File: src/rtl/spi_cmd_decoder_pkg.sv
// rtl/spi_cmd_decoder_pkg.sv - register map, FSM states and fill bytes shared by the SPI command decoder
package spi_cmd_decoder_pkg;

    localparam logic [6:0] REG_ID     = 7'h00;
    localparam logic [6:0] REG_LED    = 7'h01;
    localparam logic [6:0] REG_STATUS = 7'h7F;

    localparam logic [7:0] FILL_RUNOFF = 8'hFF;
    localparam logic [7:0] FILL_ERROR  = 8'hEE;

    typedef enum logic [1:0] {
        ST_IDLE  = 2'd0,
        ST_WR    = 2'd1,
        ST_RD    = 2'd2,
        ST_DRAIN = 2'd3
    } state_t;

    // STATUS lives at the top of the 7-bit space, outside the contiguous block
    function automatic logic addr_ok(input logic [6:0] addr, input logic [7:0] num_regs);
        return ({1'b0, addr} < num_regs) || (addr == REG_STATUS);
    endfunction

endpackage

File: src/rtl/spi_cmd_decoder_if.sv
// rtl/spi_cmd_decoder_if.sv - received-byte / transmit-load handshake between SPI slave and decoder
interface spi_cmd_decoder_if;

    logic [7:0] i_rx_byte;
    logic       i_rx_valid;
    logic       i_cs_n;
    logic [7:0] o_tx_byte;
    logic       o_tx_load;

    modport master (
        output i_rx_byte, i_rx_valid, i_cs_n,
        input  o_tx_byte, o_tx_load
    );

    modport slave (
        input  i_rx_byte, i_rx_valid, i_cs_n,
        output o_tx_byte, o_tx_load
    );

endinterface

File: src/rtl/spi_regfile.sv
// rtl/spi_regfile.sv - register storage with RO/RW masking and combinational read mux
module spi_regfile
    import spi_cmd_decoder_pkg::*;
#(
    parameter int         NUM_REGS = 4,
    parameter logic [7:0] ID_VALUE = 8'h5A
) (
    input  logic       clk,
    input  logic       rst,
    input  logic       wr_en,
    input  logic [6:0] wr_addr,
    input  logic [7:0] wr_data,
    input  logic [6:0] rd_addr,
    input  logic [7:0] status,
    output logic [7:0] rd_data,
    output logic [3:0] led
);

    // Slots 0 and 1 are ID and LED; only 2..NUM_REGS-1 hold scratch data
    logic [7:0] scratch [NUM_REGS];

    always_ff @(posedge clk) begin
        if (rst) begin
            led <= 4'h0;
            for (int i = 2; i < NUM_REGS; i++) begin
                scratch[i] <= 8'h00;
            end
        end else if (wr_en) begin
            if (wr_addr == REG_LED) begin
                led <= wr_data[3:0];
            end
            for (int i = 2; i < NUM_REGS; i++) begin
                if (wr_addr == 7'(i)) begin
                    scratch[i] <= wr_data;
                end
            end
        end
    end

    always_comb begin
        rd_data = 8'h00;
        if (rd_addr == REG_ID) begin
            rd_data = ID_VALUE;
        end else if (rd_addr == REG_LED) begin
            rd_data = {4'h0, led};
        end else if (rd_addr == REG_STATUS) begin
            rd_data = status;
        end else begin
            for (int i = 2; i < NUM_REGS; i++) begin
                if (rd_addr == 7'(i)) begin
                    rd_data = scratch[i];
                end
            end
        end
    end

endmodule

File: src/rtl/spi_cmd_decoder.sv
// rtl/spi_cmd_decoder.sv - framed register protocol decoder behind the SPI slave receive path
module spi_cmd_decoder
    import spi_cmd_decoder_pkg::*;
#(
    parameter int         NUM_REGS = 4,
    parameter logic [7:0] ID_VALUE = 8'h5A
) (
    input  logic               clk_12MHz,
    input  logic               i_rst,
    spi_cmd_decoder_if.slave   bus,
    output logic               o_err,
    output logic               led_0,
    output logic               led_1,
    output logic               led_2,
    output logic               led_3
);

    localparam logic [7:0] NUM_REGS_B = 8'(NUM_REGS);

    state_t     state, state_n;
    logic [6:0] addr, addr_n, addr_inc, cmd_addr, rd_addr;
    logic [3:0] err_cnt, err_cnt_n;
    logic       err_n;
    logic [7:0] tx_byte_n;
    logic       tx_load_n;
    logic       wr_en;
    logic [7:0] rd_data;
    logic [7:0] status;
    logic [3:0] led;

    assign cmd_addr = bus.i_rx_byte[6:0];
    assign addr_inc = addr + 7'd1;
    assign status   = {o_err, 3'b000, err_cnt};
    // In IDLE the command byte addresses the read; in RD the prefetch is one ahead
    assign rd_addr  = (state == ST_IDLE) ? cmd_addr : addr_inc;

    spi_regfile #(
        .NUM_REGS (NUM_REGS),
        .ID_VALUE (ID_VALUE)
    ) u_regfile (
        .clk     (clk_12MHz),
        .rst     (i_rst),
        .wr_en   (wr_en),
        .wr_addr (addr),
        .wr_data (bus.i_rx_byte),
        .rd_addr (rd_addr),
        .status  (status),
        .rd_data (rd_data),
        .led     (led)
    );

    always_ff @(posedge clk_12MHz) begin
        if (i_rst) begin
            state         <= ST_DRAIN;
            addr          <= 7'h00;
            err_cnt       <= 4'h0;
            o_err         <= 1'b0;
            bus.o_tx_byte <= 8'h00;
            bus.o_tx_load <= 1'b0;
        end else begin
            state         <= state_n;
            addr          <= addr_n;
            err_cnt       <= err_cnt_n;
            o_err         <= err_n;
            bus.o_tx_byte <= tx_byte_n;
            bus.o_tx_load <= tx_load_n;
        end
    end

    always_comb begin
        state_n   = state;
        addr_n    = addr;
        err_cnt_n = err_cnt;
        err_n     = o_err;
        tx_byte_n = bus.o_tx_byte;
        tx_load_n = 1'b0;
        wr_en     = 1'b0;

        if (bus.i_cs_n) begin
            state_n = ST_IDLE;
        end else if (bus.i_rx_valid) begin
            case (state)
                ST_IDLE: begin
                    if (addr_ok(cmd_addr, NUM_REGS_B)) begin
                        addr_n = cmd_addr;
                        if (bus.i_rx_byte[7]) begin
                            state_n = ST_WR;
                        end else begin
                            state_n   = ST_RD;
                            tx_byte_n = rd_data;
                            tx_load_n = 1'b1;
                        end
                    end else begin
                        err_n     = 1'b1;
                        err_cnt_n = (err_cnt == 4'hF) ? err_cnt : err_cnt + 4'd1;
                        tx_byte_n = FILL_ERROR;
                        tx_load_n = 1'b1;
                        state_n   = ST_DRAIN;
                    end
                end
                ST_WR: begin
                    wr_en  = 1'b1;
                    addr_n = addr_inc;
                    if (addr == REG_STATUS) begin
                        err_n     = 1'b0;
                        err_cnt_n = 4'h0;
                    end
                    if (!addr_ok(addr_inc, NUM_REGS_B)) begin
                        state_n = ST_DRAIN;
                    end
                end
                ST_RD: begin
                    addr_n    = addr_inc;
                    tx_load_n = 1'b1;
                    if (addr_ok(addr_inc, NUM_REGS_B)) begin
                        tx_byte_n = rd_data;
                    end else begin
                        tx_byte_n = FILL_RUNOFF;
                        state_n   = ST_DRAIN;
                    end
                end
                default: begin
                    state_n = ST_DRAIN;
                end
            endcase
        end
    end

    assign led_0 = led[0];
    assign led_1 = led[1];
    assign led_2 = led[2];
    assign led_3 = led[3];

endmodule

File: src/flat_wrapper.sv
// flat-port wrapper written by rule: the top's interface ports become plain ports
module spi_cmd_decoder_flat import spi_cmd_decoder_pkg::*;
#(
    parameter int         NUM_REGS = 4,
    parameter logic [7:0] ID_VALUE = 8'h5A
)
  (clk_12MHz, i_rst, o_err, led_0, led_1, led_2, led_3, bus_i_rx_byte, bus_i_rx_valid, bus_i_cs_n, bus_o_tx_byte, bus_o_tx_load);
  spi_cmd_decoder_if bus_i ();
  input  logic clk_12MHz;
  input  logic i_rst;
  output logic o_err;
  output logic led_0;
  output logic led_1;
  output logic led_2;
  output logic led_3;
  input wire logic [$bits(bus_i.i_rx_byte)-1:0] bus_i_rx_byte;
  input wire logic [$bits(bus_i.i_rx_valid)-1:0] bus_i_rx_valid;
  input wire logic [$bits(bus_i.i_cs_n)-1:0] bus_i_cs_n;
  output wire logic [$bits(bus_i.o_tx_byte)-1:0] bus_o_tx_byte;
  output wire logic [$bits(bus_i.o_tx_load)-1:0] bus_o_tx_load;
  assign bus_i.i_rx_byte = bus_i_rx_byte;
  assign bus_i.i_rx_valid = bus_i_rx_valid;
  assign bus_i.i_cs_n = bus_i_cs_n;
  assign bus_o_tx_byte = bus_i.o_tx_byte;
  assign bus_o_tx_load = bus_i.o_tx_load;
  spi_cmd_decoder #(.NUM_REGS(NUM_REGS), .ID_VALUE(ID_VALUE)) u_core (.clk_12MHz(clk_12MHz), .i_rst(i_rst), .bus(bus_i), .o_err(o_err), .led_0(led_0), .led_1(led_1), .led_2(led_2), .led_3(led_3));
endmodule
File: config.mk
export PLATFORM = sky130hd
export DESIGN_NAME = spi_cmd_decoder_flat
export DESIGN_NICKNAME = d
export VERILOG_FILES = /design/src/rtl/spi_cmd_decoder_pkg.sv /design/src/rtl/spi_cmd_decoder_if.sv /design/src/rtl/spi_regfile.sv /design/src/rtl/spi_cmd_decoder.sv /design/src/flat_wrapper.sv
export SDC_FILE = /design/constraint.sdc
export NUM_CORES = 1
export LEC_CHECK = 0
export ABC_AREA = 1
export CORE_MARGIN = 2
export CORE_UTILIZATION = 36
export CTS_CLUSTER_DIAMETER = 40
export DETAILED_ROUTE_END_ITERATION = 8
export GPL_ROUTABILITY_DRIVEN = 0
export GPL_TIMING_DRIVEN = 0
export PLACE_DENSITY_LB_ADDON = 0.08
export SLEW_MARGIN = 15
export SYNTH_ARGS = -nofsm -noshare
export SYNTH_HDL_FRONTEND = slang
export SYNTH_SLANG_ARGS = --single-unit
File: constraint.sdc
create_clock -name clk_12MHz -period 2.33 [get_ports clk_12MHz]
set_input_delay 0.699 -clock clk_12MHz [delete_from_list [all_inputs] [get_ports clk_12MHz]]
set_output_delay 0.699 -clock clk_12MHz [all_outputs]
set_load 0.005 [all_outputs]
==> results.sh, run 1 <==
export IMPL_outcome="complete, no violations"
export IMPL_cts_sinks=43
export IMPL_crit_path_end_kind="flop"
export IMPL_first_global_vias=2200
export IMPL_hold_buffers=0
export IMPL_layout_nets=408
export IMPL_drive_above_1_share=0.170
export IMPL_io_buffer_count=25
export IMPL_netlist_area_leader_share=0.207
export IMPL_diodes=0
export IMPL_yosysWarningCount=0
export IMPL_timing_hold_ws_ns=0.500
export IMPL_p_leak_nw=1.31
export IMPL_post_place_cells=479
export IMPL_max_slew_margin_rel=0.617
export IMPL_ys_seq_elements=43
export IMPL_skew_ns=0.00708
export IMPL_multiInputGateArea_um2=1470
export IMPL_synthArstFlopShare=0
export IMPL_dieArea_um2=7970
export IMPL_synthCells=355
export IMPL_cts_path_max_buffers=2
export IMPL_antenna_found_initial=0
export IMPL_path_clk_slew_ns=0.09
export IMPL_clockRootBuffer="clkbuf_8"
export IMPL_setup_violations=0
export IMPL_cts_tree="done"
export IMPL_syn_num_nets=376
export IMPL_final_antenna_net_count=0
export IMPL_cp_arrival_ns=2.22
export IMPL_dr_pass1_iters=5
export IMPL_grt_overflow_total=0
export IMPL_synth_edf_count=16
export IMPL_yosysSeqAreaShare=0.390
export IMPL_start_util=0.367
export IMPL_area_growth_pct=21.8
export IMPL_die_w_um=89.3
export IMPL_slew_viol_final=0
export IMPL_r2r_cells=12
export IMPL_grt_pass1_wl_um=11600
export IMPL_syn_area_per_cell_um2=7.37
export IMPL_min_path_cells=2
export IMPL_max_freq_ghz=0.446
export IMPL_vias=2437
export IMPL_cts_made_buffers=5
export IMPL_post_drt_wl_per_cell_um=15.3
export IMPL_grt_max_degree=15
export IMPL_finalHoldViolations=0
export IMPL_synthFlopType="dfxtp_1"
export IMPL_fin_total_pwr_mw=1.95
export IMPL_track_usage=0.197
export IMPL_min_path_type="reg -> reg"
export IMPL_core_um2=7140
export IMPL_worstSkewPairLatency_ns=0.30
export IMPL_htree_levels=2
export IMPL_syn_area_um2=2620
export IMPL_cts_setup_buffers=0
export IMPL_final_cells=487
export IMPL_viasPerCell=5.00
export IMPL_io_pins=26
export IMPL_vdd_ir_drop_max_mv=0.272
export IMPL_wl_um=7430
export IMPL_powerDensity_nw_per_um2=610
export IMPL_start_kind="primary input"
export IMPL_regArea_um2=1030
export IMPL_path_class="in -> reg"
export IMPL_final_common_cell="nand2_1"
export IMPL_worstMarginPinSlew_ns=0.575
export IMPL_drt_iter0_drc=130
export IMPL_cap_viol_max_count=0
export IMPL_drc=0
export IMPL_setup_tns_ns=0
export IMPL_yosysTopAreaCell="dfxtp_1"
export IMPL_layout_common_cells="nand2_1 (74), inv_1 (38), nor2_1 (38)"
export IMPL_period_share=0.963
export IMPL_layout_min_cycle_time_ns=2.24
export IMPL_dp_hpwl_um=5700
export IMPL_synth_area_leaders="dfxtp_1 (21%), edfxtp_1 (18%), nand2_1 (11%), nand3_1 (6.7%), nor2_1 (5.9%)"
export IMPL_yosysUniqueCellTypes=34
export IMPL_fillers=744
export IMPL_fp_dieH_um=89.3
export IMPL_cp_data_required_time_ns=2.31
export IMPL_path_max_fanout=8
export IMPL_num_rows=31
==> path summary, 6_finish.rpt <==
check	start	endpoint	slack, ns
setup reg to reg	u_core.state[1]	u_core.bus.o_tx_byte[0]	0.15
setup / recovery	bus_i_rx_valid	u_core.u_regfile.scratch[1][8]	0.09
hold reg to reg	u_core.bus.o_tx_byte[4]	u_core.bus.o_tx_byte[4]	0.50
hold / removal	u_core.bus.o_tx_byte[4]	u_core.bus.o_tx_byte[4]	0.50
==> power breakdown <==
part           total [mW]  leakage, nW  internal, mW  switching (mW)
Combinational       0.494        0.869         0.165           0.329
Clock               0.607       0.0581         0.320           0.288
Sequential          0.845        0.384         0.814          0.0311
==> what timing repair did <==
action                                  CTS  global route
pin swaps                                 0             3
endpoints found under the setup margin   48            51
gates resized for setup                  16            19
==> registers in the layout, summed over array words and instances, names as in the netlist <==
name / flops
u_core.u_regfile.scratch: 16
u_core.bus.o_tx_byte: 8
u_core.addr: 7
u_core.err_cnt: 4
u_core.u_regfile.led: 4
u_core.state: 2
u_core.bus.o_tx_load: 1
u_core.o_err: 1
==> area by class of cell <==
type                    count  area share
well taps                  99      0.0388
repair buffers             25      0.0804
plain buffers               5     0.00902
clock inverters             3      0.0137
clock buffers               5      0.0216
inverters                  45      0.0537
flip-flops and latches     43       0.322
multi-input cells         262       0.461
==> per-layer routing <==
metal,global-route usage,up-vias,wire (um)
met5,0,-,0
li1,-,1248,-
met3,0.0369,12,367
met1,0.279,1109,3660
met2,0.302,68,3250
met4,0.0678,0,153
==> critical path: stages <==
cell             delay [ns]
clkdlybuf4s50_1        0.47
inv_1                  0.07
nor2_4                 0.18
inv_1                  0.09
nor2_2                 0.23
nand2_1                0.15
o21ai_4                0.33
==> kinds of logic (layout without fill, tap and decap cells) <==
family | after synthesis | after routing | synth area share
buffers and inverters | 50 | 83 | 0.0736
xor gates and xnor gates | 1 | 1 | 0.00335
and+or+nand+nor | 196 | 196 | 0.366
DFF | 43 | 43 | 0.390
AOI/OAI and AO/OA | 56 | 56 | 0.124
adders and majority gates | 9 | 9 | 0.0430
==> stage by stage <==
step | worst slack [ns] | utilization | instance area (um2)
floorplan | 0.0352 | - | 2620
global placement | -1.12 | 0.419 | 2990
detailed placement | -1.13 | 0.419 | 2990
CTS | 0.00575 | 0.440 | 3140
global route | -0.00130 | 0.447 | 3190
finish | 0.0872 | 0.447 | 3190
==> synthesized netlist by cell type (9+ instances only) <==
cell	count
nand2_1	75
nor2_1	41
inv_1	39
nand3_1	35
dfxtp_1	27
o21ai_0	23
edfxtp_1	16
nand2_2	13
a21oi_1	10
ha_1	9
Note: power is estimated with default switching activity, not from simulation.
==> inputs of run 2 (changes only) <==
Settings changed: ABC_AREA 1 to not set.
==> results.sh, run 2 <==
export IMPL_outcome="complete, no violations"
export IMPL_post_route_util=0.446
export IMPL_finalHoldViolations=0
export IMPL_slew_viol_final=0
export IMPL_powerDensity_nw_per_um2=548
export IMPL_yosysSeqAreaShare=0.376
export IMPL_synth_compound_area_share=0.239
export IMPL_io_pins=26
export IMPL_yosysUniqueCellTypes=66
export IMPL_dp_hpwl_um=5360
export IMPL_yosys_area_share_simple=0.253
export IMPL_worstPathCellList="inv_1, ha_1, buf_2, o31ai_2, o211ai_1, or3_1, a211oi_2"
export IMPL_grt_pass1_wl_um=11700
export IMPL_worstMarginPinSlew_ns=0.666
export IMPL_dpl_instance_area_um2=3070
export IMPL_cap_viol_max_count=0
export IMPL_fin_total_pwr_mw=1.79
export IMPL_path_clk_slew_ns=0.09
export IMPL_start_util=0.372
export IMPL_yosysWarningCount=0
export IMPL_synthCells=301
export IMPL_timing_hold_ws_ns=0.477
export IMPL_vias=2371
export IMPL_regArea_um2=1020
export IMPL_dr_pass1_iters=4
export IMPL_vdd_ir_drop_max_mv=0.267
export IMPL_yosysMostFrequentCell="nor2_1"
export IMPL_io_buffer_count=23
export IMPL_layout_min_cycle_time_ns=2.24
export IMPL_grt_max_degree=15
export IMPL_p_comb_frac=0.206
export IMPL_cts_path_max_buffers=2
export IMPL_syn_area_um2=2710
export IMPL_start_kind="flop"
export IMPL_top_usage_layer="met2"
export IMPL_design_area_um2=3260
export IMPL_htree_levels=2
export IMPL_use_met2=0.292
export IMPL_yosysTopAreaCell="dfxtp_1"
export IMPL_setup_violations=0
export IMPL_path_max_fanout=10
export IMPL_final_cells=433
export IMPL_worstSkewPairLatency_ns=0.30
export IMPL_drt_iter0_drc=177
export IMPL_period_share=0.959
export IMPL_use_met1=0.245
export IMPL_path_class="reg -> reg"
export IMPL_diodes=0
export IMPL_fillers=767
export IMPL_clockRootBuffer="clkbuf_8"
export IMPL_synth_top_family_by_area="simple AND/OR/NAND/NOR gates"
export IMPL_gr_usage_met3=0.0292
export IMPL_pwr_share_seq=0.460
export IMPL_cp_arrival_ns=2.46
export IMPL_switching_share=0.289
export IMPL_slowest_delay_ns=0.43
export IMPL_largest_register_ffs=16
export IMPL_r2r_slack_ns=0.09
export IMPL_p_leak_nw=1.14
export IMPL_dieArea_um2=8250
export IMPL_core_um2=7290
export IMPL_crit_path_end_kind="flop"
export IMPL_track_usage=0.180
export IMPL_clockPowerShare=0.333
export IMPL_first_global_vias=2198
export IMPL_post_drt_wl_per_cell_um=17.0
export IMPL_max_slew_margin_rel=0.556
export IMPL_cts_made_buffers=5
export IMPL_num_rows=31
export IMPL_cp_data_required_time_ns=2.56
export IMPL_netlist_area_leader_share=0.199
export IMPL_antenna_found_initial=0
export IMPL_syn_area_per_cell_um2=9.02
export IMPL_p_int_mw=1.27
export IMPL_synth_edf_count=16
export IMPL_min_path_type="reg -> reg"
export IMPL_viasPerCell=5.48
export IMPL_syn_num_nets=322
export IMPL_synth_area_leaders="dfxtp_1 (20%), edfxtp_1 (18%), a21oi_1 (4.4%), nor2_1 (4.3%), and2_1 (4.1%)"
export IMPL_die_w_um=90.8
export IMPL_synthFlopType="dfxtp_1"
export IMPL_fp_dieH_um=90.8
export IMPL_drc=0
export IMPL_post_place_cells=423
export IMPL_wl_um=7350
export IMPL_layout_nets=354
export IMPL_critPathSlowestCell="or3_1"
export IMPL_synthArstFlopShare=0
export IMPL_synth_fa_ha_area_frac=0.0415
export IMPL_ys_seq_elements=43
export IMPL_max_freq_ghz=0.447
export IMPL_regMostFlops="u_core.u_regfile.scratch"
export IMPL_switching_power_uw=517
export IMPL_cts_tree="done"
export IMPL_reg_top3="u_core.u_regfile.scratch x16, u_core.bus.o_tx_byte x8, u_core.addr x7"
export IMPL_grt_setup_unrepaired="true"
export IMPL_cts_sinks=43
export IMPL_synthMuxAreaShare=0.0323
export IMPL_path_buf_inv=2
export IMPL_layout_common_cells="nor2_1 (30), dfxtp_1 (25), a21oi_1 (24)"
export IMPL_path_delay_family="compound AO/OA/AOI/OAI gates"
export IMPL_final_common_cell="nor2_1"
export IMPL_final_antenna_net_count=0
export IMPL_multiInputGateArea_um2=1610
export IMPL_synth_common_cells="nor2_1 (31), dfxtp_1 (27), a21oi_1 (24), nand2_1 (24), and2_1 (18)"
export IMPL_area_growth_pct=20.0
export IMPL_skew_ns=0.00625
export IMPL_drive_above_1_share=0.168
export IMPL_grt_overflow_total=0
export IMPL_synth_xor_area_frac=0.00645
run 2: cell count changes after synthesis, sizes merged, moves of 5 or more:
cell	before	now
and2	0	18
a21o	0	5
nand2b	0	5
buf	2	12
inv	43	8
nor2b	0	6
nor2	50	31
nand3	41	11
nand2	88	24
nor3	8	13
o21ai	29	10
a21oi	12	25
run 2: layout make-up:
cell class / count / area share
plain buffers: 17 / 0.0346
clock buffers: 5 / 0.0211
clock inverters: 3 / 0.0135
inverters: 9 / 0.0104
multi-input cells: 232 / 0.494
flip-flops and latches: 43 / 0.314
well taps: 99 / 0.0380
repair buffers: 25 / 0.0742
run 2: final timing paths:
| path | start | endpoint | cells after the start |
|---|---|---|---|
| worst max register to register | u_core.state[0] | u_core.bus.o_tx_byte[6] | 7 |
| worst min register to register | u_core.bus.o_tx_byte[4] | u_core.bus.o_tx_byte[4] | 1 |
| worst min-delay path | u_core.bus.o_tx_byte[4] | u_core.bus.o_tx_byte[4] | 1 |
| worst max-delay path | u_core.state[0] | u_core.bus.o_tx_byte[6] | 7 |
run 2: cell families (layout without fill, tap and decap cells):
logic type	after synthesis	count (layout)
xor gates and xnor gates	2	2
buffers and inverters	26	59
adders and majority gates	9	9
DFF	43	43
and+or+nand+nor	130	130
muxes	7	7
AOI/OAI and AO/OA	84	84
run 2: timing repair:
action | 4_1_cts | 5_1_grt
hold buffers | 0 | 0
gates resized for setup | 11 | 13
pin swaps | 1 | 3
buffers inserted | 1 | 1
setup endpoints to repair | 16 | 45
run 2: metrics by stage:
| step | setup slack [ns] | TNS, ns |
|---|---|---|
| 2_1_floorplan | 0.187 | 0 |
| 3_3_place_gp | -0.595 | -16.82 |
| 3_5_place_dp | -0.594 | -17.00 |
| 4_1_cts | 0.00831 | 0 |
| 5_1_grt | -0.0230 | -0.0855 |
| 6_report | 0.0946 | 0 |
run 2: routing by layer:
metal	part of all wire	up-vias
li1	-	1171
met2	0.46	56
met1	0.49	1133
met5	0	-
met3	0.036	11
met4	0.017	0
run 2: power by group through the flow:
stage                     clock (mW)  sequential [mW]  combinational [mW]
after floorplan                    0            0.835               0.235
after global placement             0            0.838               0.349
after detailed placement           0            0.838               0.349
after CTS                      0.618            0.821               0.361
after global routing           0.652            0.826               0.400
final                          0.595            0.821               0.369
